--- config.mk ---
export PLATFORM = sky130hd
export DESIGN_NAME = walker_job_arbiter
export DESIGN_NICKNAME = d
export VERILOG_FILES = /design/src/rtl/walker_job_arbiter.sv
export SDC_FILE = /design/constraint.sdc
export NUM_CORES = 1
export LEC_CHECK = 0
export CORE_MARGIN = 2
export CORE_UTILIZATION = 48
export CTS_BUF_LIST = sky130_fd_sc_hd__clkbuf_4
export CTS_CLUSTER_SIZE = 24
export DETAILED_ROUTE_END_ITERATION = 8
export PLACE_DENSITY = 0.83
export SETUP_SLACK_MARGIN = 0.05
export SLEW_MARGIN = 30
export SYNTH_ARGS = -nofsm -noshare
export SYNTH_HDL_FRONTEND = slang
export SYNTH_SLANG_ARGS = --single-unit
--- constraint.sdc ---
create_clock -name clk -period 1.8 [get_ports clk]
set_clock_uncertainty 0.2 [all_clocks]
set_input_delay 0.54 -clock clk [delete_from_list [all_inputs] [get_ports clk]]
set_output_delay 0.54 -clock clk [all_outputs]
set_load 0.05 [all_outputs]
--- src/rtl/walker_job_arbiter.sv ---
// Round-robin arbiter that shares one walker FSM between NREQ requesters:
// it clears the walker, drives the winner's direction bit and times the walk to wk_y.
module walker_job_arbiter #(
  parameter int unsigned NREQ    = 4,
  parameter int unsigned IDW     = 2,
  parameter int unsigned CW      = 8,
  parameter int unsigned MAX_CYC = 16
) (
  input  logic            clk,
  input  logic            rst,
  input  logic [NREQ-1:0] req,
  input  logic [NREQ-1:0] dir,
  output logic [NREQ-1:0] gnt,
  output logic            busy,
  output logic            done,
  output logic [IDW-1:0]  done_id,
  output logic [CW-1:0]   result,
  output logic            err,
  output logic            wk_rst,
  output logic            wk_x,
  input  logic            wk_y
);

  typedef enum logic [1:0] {IDLE, CLR, RUN, DONE} state_t;

  state_t         state;
  logic [IDW-1:0] last;
  logic [IDW-1:0] cur;
  logic           curdir;
  logic [CW-1:0]  cnt;

  logic           pick_vld;
  logic [IDW-1:0] pick_idx;
  logic [IDW-1:0] cand;

  // Scan last+NREQ down to last+1 so the closest index after last wins.
  always_comb begin
    pick_vld = 1'b0;
    pick_idx = '0;
    cand     = '0;
    for (int unsigned i = NREQ; i > 0; i--) begin
      cand = IDW'((32'(last) + i) % NREQ);
      if (req[cand]) begin
        pick_vld = 1'b1;
        pick_idx = cand;
      end
    end
  end

  // The walker is held in reset for block reset and for the one CLR cycle.
  assign wk_rst = rst | (state == CLR);

  always_ff @(posedge clk) begin
    if (rst) begin
      state   <= IDLE;
      gnt     <= '0;
      busy    <= 1'b0;
      done    <= 1'b0;
      done_id <= '0;
      result  <= '0;
      err     <= 1'b0;
      wk_x    <= 1'b0;
      last    <= IDW'(NREQ - 1);
      cur     <= '0;
      curdir  <= 1'b0;
      cnt     <= '0;
    end else begin
      done <= 1'b0;
      case (state)
        IDLE: begin
          if (pick_vld) begin
            cur    <= pick_idx;
            curdir <= dir[pick_idx];
            gnt    <= NREQ'(1) << pick_idx;
            busy   <= 1'b1;
            state  <= CLR;
          end
        end
        CLR: begin
          cnt   <= '0;
          wk_x  <= curdir;
          state <= RUN;
        end
        RUN: begin
          if (wk_y) begin
            result  <= cnt;
            err     <= 1'b0;
            wk_x    <= 1'b0;
            done    <= 1'b1;
            done_id <= cur;
            state   <= DONE;
          end else if (cnt == CW'(MAX_CYC - 1)) begin
            // Walker never reached its terminal state within the budget.
            result  <= CW'(MAX_CYC);
            err     <= 1'b1;
            wk_x    <= 1'b0;
            done    <= 1'b1;
            done_id <= cur;
            state   <= DONE;
          end else begin
            cnt <= cnt + CW'(1);
          end
        end
        DONE: begin
          last  <= cur;
          gnt   <= '0;
          busy  <= 1'b0;
          state <= IDLE;
        end
        default: state <= IDLE;
      endcase
    end
  end

endmodule

# Word level (Yosys, flattened, before mapping)
# Index checks and enable logic that the tools add are counted.
# W data, S select, Z words.
[word_totals]
ff_bits = 33
latch_bits = 0
mem_bits_rw = 0
romBits = 0
inputBits = 11
elab_cells = 84
memories = 0
[op_classes]
addsub = 5
multipliers = 0
div = 0
n_lt_le_gt_ge = 5
eq_ne = 8
shifts = 1
muxes = 40
n_bitwise = 2
n_reduce_logical = 11
[op_table]
columns = ["cell", "n"]
rows = [
  ["$mux W8", 4],
  ["$mux W2", 9],
  ["$mux W1", 16],
  ["$pmux W8 S2", 1],
  ["$lt A2 B3 Y1 const B", 5],
  ["$bmux W1 S2", 5],
  ["$reduce_and A2 Y1", 5],
  ["$add A8 B1 Y8 const B", 1],
  ["$eq A8 B4 Y1 const B", 1],
  ["$pmux W2 S4", 1],
  ["$pmux W4 S2", 1],
  ["$ne A2 B2 Y1 const B", 3],
  ["$reduce_bool A2 Y1", 3],
  ["$add A2 B1 Y2 const B", 2],
  ["$add A2 B2 Y2 const B", 2],
  ["$eq A2 B2 Y1 const B", 2],
  ["$mux W4", 1],
  ["$pmux W1 S2", 2],
  ["$shl A1 B2 Y4 const A", 1],
  ["$ne A3 B3 Y1 const B", 1],
  ["$reduce_and A3 Y1", 1],
  ["$eq A2 B1 Y1 const B", 1],
  ["$logic_not A2 Y1", 1],
  ["$reduce_or A2 Y1", 1],
  ["other kinds (2)", 2],
]

# Depth between registers and ports, before layout
# Gate-level depths: netlist of the first run.
[logic_depth]
ltp_word = 10
mapped_depth = 7

# Worst setup path after synthesis of the first run
# OpenSTA, ideal clock, no wires.
[synth_timing]
path_kind = "input -> output"
startpoint = "input rst"
endpoint = "output wk_rst"
arrival_ps = 1119
path_slack_ps = -59
stages = 2
path_buffers = 1
cell_sequence = "clkbuf_1 -> or2_2"
[synth_via]
elab_chain_len = 1
[synth_lines]
columns = ["element", "line", "rtl"]
rows = [
  ["start: declaration", "10", "input logic rst,"],
  ["$or A1 B1 Y1", "51", "assign wk_rst = rst | (state == CLR);"],
  ["end: declaration", "19", "output logic wk_rst,"],
]
# Every way passes these cells.

# Worst setup path in the final report of the first run
[layout_timing]
startpoint = "register state[1]"
endpoint = "output wk_rst"
[layout_via]
elab_chain_len = 2
[layout_lines]
columns = ["element", "line", "rtl"]
rows = [
  ["start: declaration", "26", "state_t state;"],
  ["start signal: assignment", "55", "state <= IDLE;"],
  ["start signal: assignment", "76", "state <= CLR;"],
  ["start signal: assignment", "82", "state <= RUN;"],
  ["$eq A2 B1 Y1", "51", ""],
  ["$or A1 B1 Y1", "51", ""],
]
# Every way passes these cells.

==> results of run 1 <==
metal layers:
| metal | share of wire [%] | vias up | wire length [um] | global-route usage (%) |
|---|---|---|---|---|
| li1 | - | 748 | - | - |
| met1 | 39 | 802 | 2190 | 36.8 |
| met2 | 50 | 92 | 2840 | 50.0 |
| met3 | 8.2 | 27 | 466 | 8.10 |
| met4 | 3.2 | 0 | 182 | 14.3 |
| met5 | 0 | - | 0 | 0 |
state kept, by name, summed over array words and instances (netlist names):
| signal | flops |
|---|---|
| cnt | 8 |
| result | 8 |
| gnt | 4 |
| cur | 2 |
| done_id | 2 |
| last | 2 |
| state | 2 |
| busy | 1 |
| curdir | 1 |
| done | 1 |
| err | 1 |
| wk_x | 1 |
logic make-up (layout without fill, tap and decap cells):
family | after synthesis | in the layout | synth area share, %
adder cells (fa/ha/maj) | 6 | 6 | 4.91
flip-flops | 33 | 33 | 43.2
AND/OR/NAND/NOR | 61 | 62 | 19.4
multiplexers | 4 | 4 | 2.62
AO/OA/AOI/OAI | 51 | 51 | 23.5
XOR/XNOR | 5 | 5 | 2.86
buffers and inverters | 14 | 77 | 3.52
metrics by stage:
| step | hold WS [ns] | setup TNS, ns | util, % | setup WS (ns) | area (sq um) |
|---|---|---|---|---|---|
| finish | 0.305 | -0.688 | 87.0 | -0.231 | 2660 |
| global placement | 0.272 | -9.17 | 75.2 | -0.570 | 2290 |
| global route | 0.324 | -1.23 | 87.0 | -0.251 | 2660 |
| CTS | 0.309 | -0.221 | 83.2 | -0.221 | 2540 |
| detailed placement | 0.286 | -10.68 | 75.2 | -0.688 | 2290 |
| floorplan | 0.259 | 0 | - | 0.0110 | 1590 |
cells in the mapped netlist:
cell	number	share of area, %
inv_1	8	2.0
nand2_1	11	2.7
a211oi_1	9	4.4
nand3_1	5	1.6
nand4_1	2	0.82
a21o_1	3	1.5
mux2i_1	4	2.6
nor2b_1	4	1.6
xnor2_1	2	1.1
o21ai_0	7	2.3
o21ai_4	1	1.1
or4_1	1	0.49
clkbuf_1	5	1.2
nor2_1	23	5.6
a31oi_1	1	0.41
o21bai_1	2	0.98
or2_2	1	0.41
or3_1	2	0.82
a211o_1	2	1.1
dfxtp_1	33	43
a21oi_2	2	1.1
ha_1	6	4.9
nor4_1	3	1.2
nor3_1	2	0.65
nor4_2	1	0.82
and2_1	2	0.82
and3_1	1	0.41
buf_2	1	0.33
a21oi_1	10	3.3
nand2b_1	2	0.82
xor2_1	3	1.7
o21ai_1	1	0.33
a32oi_1	2	1.1
a22oi_1	8	3.9
nand3b_1	1	0.49
o211ai_1	1	0.49
o22ai_2	1	0.82
a2111oi_0	1	0.57
area by class of cell:
class | instances | area share [%]
clock buffers | 5 | 1.41
clock inverters | 3 | 2.45
inverters | 8 | 1.13
multi-input cells | 128 | 40.5
flip-flops and latches | 33 | 25.2
well taps | 44 | 2.07
repair buffers | 61 | 27.2
worst max-delay path: cells and delay by family, from the launching register on:
family / cells / cell delay, ns
adder cells (fa/ha/maj): 1 / 0.15
AND/OR/NAND/NOR: 1 / 0.23
buffers and inverters: 2 / 0.20
flip-flops: 1 / 0.35
worst paths after layout:
kind,startpoint,to,cells past startpoint
setup / recovery,state[1],wk_rst,4
setup reg to reg,state[0],gnt[1],5
hold / removal,cur[0],last[0],1
hold reg to reg,cur[0],last[0],1
power groups by stage:
stage	clock network, mW	logic [mW]	registers, mW
final	0.708	1.78	0.978
after global routing	0.733	1.84	0.987
after CTS	0.710	1.51	0.966
after detailed placement	0	1.37	0.969
after global placement	0	1.33	0.960
after floorplan	0	0.569	1.10
what timing repair did:
item                                    in CTS  in global routing
gates cloned                                 0                  1
endpoints found under the setup margin      26                 20
pin swaps                                    3                  8
hold buffers                                 0                  0
resized for setup                           38                 24
setup buffers                                3                  4
==> results.md, run 1 <==
- Status: finished, violations left
- Failing checks: negative setup slack
- Vias in the first global route: 1676
- Seq/Total Area, Yosys: a little over two fifths
- CP Cell Sequence: inv_2 -> ha_4 -> or2_4 -> buf_12
- Remaining antenna violation count after routing: 0
- Startpoint Class: register
- Filler Cells Inserted: 163
- Most common cell after layout, fill and taps aside: buf_4
- R2R setup slack: -0.17 ns
- Detailed placement HPWL: 3090 um
- Die area: ~3700 sq um
- Pwr per Cell Area: roughly 1300 nW/um^2
- Clock latency on the worst-skew pair: 0.36 ns
- Row count: 20
- Final hold vios: 0
- Worst slew pin tran: 0.382 ns
- Clk pwr share: between 20% and 30%
- Final worst setup slack: -0.231 ns
- P_leak: roughly 1.0 nW
- Yosys reg bits: 33
- Tot Pwr: 3.46 mW
- Crit-path max FO: 2
- All-Layer GR Usage: 30.3%
- Synth warnings: 0
- VDD IR-drop max: between 0.9 and 1 mV
- Grt total ovfl: 0
- Sw Pwr: 1.35 mW
- CP Data Arrival Time: 1.29 ns
- Crit path kind: reg -> out
- Reg area: 671 sq um
- Inserted Clock Buffers: 5
- Area of the multi-input gates: 1080 sq um
- WL final: between 5000 and 6000 um
- NumNets Final: 254
- H-tree levels: 2
- Root buffer cell: clkbuf_4
- Syn Nets: approximately 190
- Vias per cell: ~6
- Sw Ratio: 39.0%
- Final setup fails: 8
- Antenna violations before repair: 0
- Cells after Synth: 174
- DRT iter0 DRCs: between 100 and 150
- Placed cells: 266
- Commonest non-fill, non-tap cells in the layout: 30 x buf_4, 29 x dfxtp_1, 23 x nor2_1
- Final GP Congestion: 0.966
- Chip height: about 60 um
- I/O Buffers: 29
- First-pass GRT wire length: 8060 um
- Max Clk Rate: roughly 490 MHz
- CTS tree: done
- Tcrit/Tclk final: 113%
- Internal Power: 2.11 mW
- Share of cells above drive strength 1: 42.9%
- Worst path required time: 1.06 ns
- Slew headroom: around 74%
- Die width: 60.4 um
- Ports: 30
- Slowest stage delay, CP: 0.35 ns
- Largest net degree at the start of global routing: 29
- RSZ-0062 raised after global routing: yes
- Max clock buf depth: 2
- Drt wl/cell: ~20 um
- Unique masters post-synth: 38
- Starting density of the core: 50.1%
- CP max-delay cell: dfxtp_2
- Combinational Power Share: 51.3%
- Antenna Cells: 0
- Hold Crit Class: reg -> reg
- Max-cap violation count: 0
- Minimum clock period: 2.03 ns
- Seq pwr share: 28.2%
- Crit. End Element: output port
- Reg clk slew, reported paths: 0.10 ns
- DRC: 0
- Final cell count without fillers: between 200 and 300
- Synth Cell Area: ~1500 sq um
- First-pass DRT Iterations: 4
- Mean post-synth cell area: 8.79 sq um
- Slew Limit Fails: 0
- Clock Sinks: 33
- Area growth syn-to-layout: 73.7%
- Core area: 3050 sq um
- Via Count: 1669
(Power assumes the default switching activity.)
==> run 2, diff against run 1 <==
--- a/config.mk
+++ b/config.mk
@@ -6,11 +6,12 @@
 export NUM_CORES = 1
 export LEC_CHECK = 0
 export CORE_MARGIN = 2
-export CORE_UTILIZATION = 48
-export CTS_BUF_LIST = sky130_fd_sc_hd__clkbuf_4
+export CORE_UTILIZATION = 30
+export CTS_BUF_LIST = sky130_fd_sc_hd__clkbuf_8
 export CTS_CLUSTER_SIZE = 24
 export DETAILED_ROUTE_END_ITERATION = 8
-export PLACE_DENSITY = 0.83
+export GPL_TIMING_DRIVEN = 0
+export PLACE_DENSITY = 0.58
 export SETUP_SLACK_MARGIN = 0.05
 export SLEW_MARGIN = 30
 export SYNTH_ARGS = -nofsm -noshare
==> results.md, run 2 (synthesized netlist as in run 1, its figures left out) <==
- Crit path kind: reg -> out
- Antenna violations before repair: 0
- WL final: about 4600 um
- Startpoint Class: register
- Via Count: 1474
- DRT iter0 DRCs: 61
- Hold Crit Class: reg -> reg
- Status: finished, violations left
- Setup crit start: state[1]
- Finished Core Util: 51.1%
- I/O Buffers: 28
- Clock latency on the worst-skew pair: 0.30 ns
- Reg2Reg Launch Point: cnt[0]
- R2R setup slack: -0.05 ns
- Chip height: roughly 75 um
- Ports: 30
- Root buffer cell: clkbuf_8
- NumNets Final: ~250
- HP Start: gnt[1]
- RSZ-0062 raised after global routing: yes
- Largest registers: cnt x8, result x8, gnt x4
- Worst path required time: 1.06 ns
- Final design area excluding fillers: between 2000 and 2500 sq um
- Slew Limit Fails: 0
- Setup crit end: wk_rst
- Commonest non-fill, non-tap cells in the layout: 25 x dfxtp_1, 23 x nor2_1, 20 x buf_2, 20 x buf_4, 9 x nand2_1
- Vias per cell: 4.93
- Failing checks: negative setup slack
- Vias in the first global route: 1413
- All-Layer GR Usage: 15.8%
- Reg clk slew, reported paths: 0.08 ns
- Final setup fails: 2
- Grt total ovfl: 0
- Largest net degree at the start of global routing: 11
- Drt wl/cell: 15.4 um
- DRC: 0
- Max-cap violation count: 0
- Crit-path max FO: 2
- Tcrit/Tclk final: 108%
- H-tree levels: 2
- Core area: ~4800 sq um
- Reg2Reg Depth: 7
- First-pass DRT Iterations: 4
- Share of cells above drive strength 1: roughly half
- Die area: 5680 sq um
- Antenna Cells: 0
- Inserted Clock Buffers: 5
- Starting density of the core: about a third
- Max Clk Rate: 512 MHz
- Final worst setup slack: -0.152 ns
- CP Data Arrival Time: 1.21 ns
- Max clock buf depth: 2
- Most common cell after layout, fill and taps aside: dfxtp_1
- Worst slew pin tran: 0.576 ns
- Die width: 75.4 um
- Detailed placement HPWL: 2670 um
- First-pass GRT wire length: 6750 um
- Post-Place Cell Area: 1950 sq um
- R2r endpoint: cnt[0]
- VDD IR-drop max: 0.776 mV
- Remaining antenna violation count after routing: 0
- Slew headroom: 61.6%
- Crit. End Element: output port
- Area growth syn-to-layout: 61.1%
- Final GP Congestion: 0.808
- CTS tree: done
- Clock Sinks: 33
- Row count: 25
- Filler Cells Inserted: approximately 450
- P_leak: around 0.97 nW
- Minimum clock period: approximately 2.0 ns
- Worst hold slack: approximately 0.27 ns
- Final hold vios: 0
- Pwr per Cell Area: 1260 nW/um^2
-- run 2: cell count changes in the layout (fill, tap and decap cells not counted), moves of 3 or more --
cell	before	now
a22oi_1	8	1
buf_2	2	20
dfxtp_1	29	25
clkbuf_4	5	0
a22oi_2	0	7
inv_1	7	3
o21ai_4	1	4
buf_12	20	0
inv_2	1	5
buf_6	1	6
clkbuf_8	0	6
buf_4	30	20
-- run 2: per-stage QoR --
stage	setup TNS [ns]	power, mW	std cells	setup slack (ns)
2_1_floorplan	0	1.67	174	0.0110
3_3_place_gp	-12.15	1.96	269	-0.865
3_5_place_dp	-11.84	1.97	269	-0.834
4_1_cts	-0.148	2.88	283	-0.148
5_1_grt	-0.860	3.26	299	-0.181
6_report	-0.201	3.10	299	-0.152
-- run 2: worst min-delay path by stage --
| stage | endpoint | cells after the start | slack [ns] |
|---|---|---|---|
| after floorplan | last[0] | 1 | 0.26 |
| after global placement | gnt[0] | 2 | 0.25 |
| after detailed placement | gnt[1] | 2 | 0.26 |
| after CTS | gnt[1] | 2 | 0.27 |
| after global routing | gnt[0] | 2 | 0.30 |
| final | gnt[1] | 2 | 0.27 |
-- run 2: layout make-up --
class                   instances  area [sq um]  share of cell area [%]
flip-flops and latches         33           681                    27.6
clock buffers                   6          82.6                    3.35
well taps                      67          83.8                    3.40
plain buffers                   5          35.0                    1.42
clock inverters                 2          33.8                    1.37
multi-input cells             128          1160                    46.9
inverters                       8          32.5                    1.32
repair buffers                 50           359                    14.6
-- run 2: what timing repair did --
action,4_1_cts,5_1_grt
hold buffers,0,0
pin swaps,12,18
gates cloned,1,1
endpoints found under the setup margin,47,36
resized for setup,131,72
buffers inserted,6,15
-- run 2: worst max-delay path, stage by stage (launching register included) --
cell	delay [ns]
dfxtp_2	0.34
inv_2	0.05
ha_4	0.15
or2_4	0.23
buf_8	0.15
-- run 2: where the power goes --
part	switching, mW	total, mW	internal [mW]
registers	0.113	0.959	0.846
logic	0.853	1.41	0.556
clock network	0.285	0.731	0.446
-- run 2: routing by layer --
| metal | vias to the layer above | part of all wire [%] | track usage (%) |
|---|---|---|---|
| met4 | 0 | 1.4 | 4.68 |
| met3 | 6 | 4.3 | 5.03 |
| met2 | 25 | 45 | 22.3 |
| met1 | 705 | 49 | 22.9 |
| li1 | 738 | - | - |
| met5 | - | 0 | 0 |
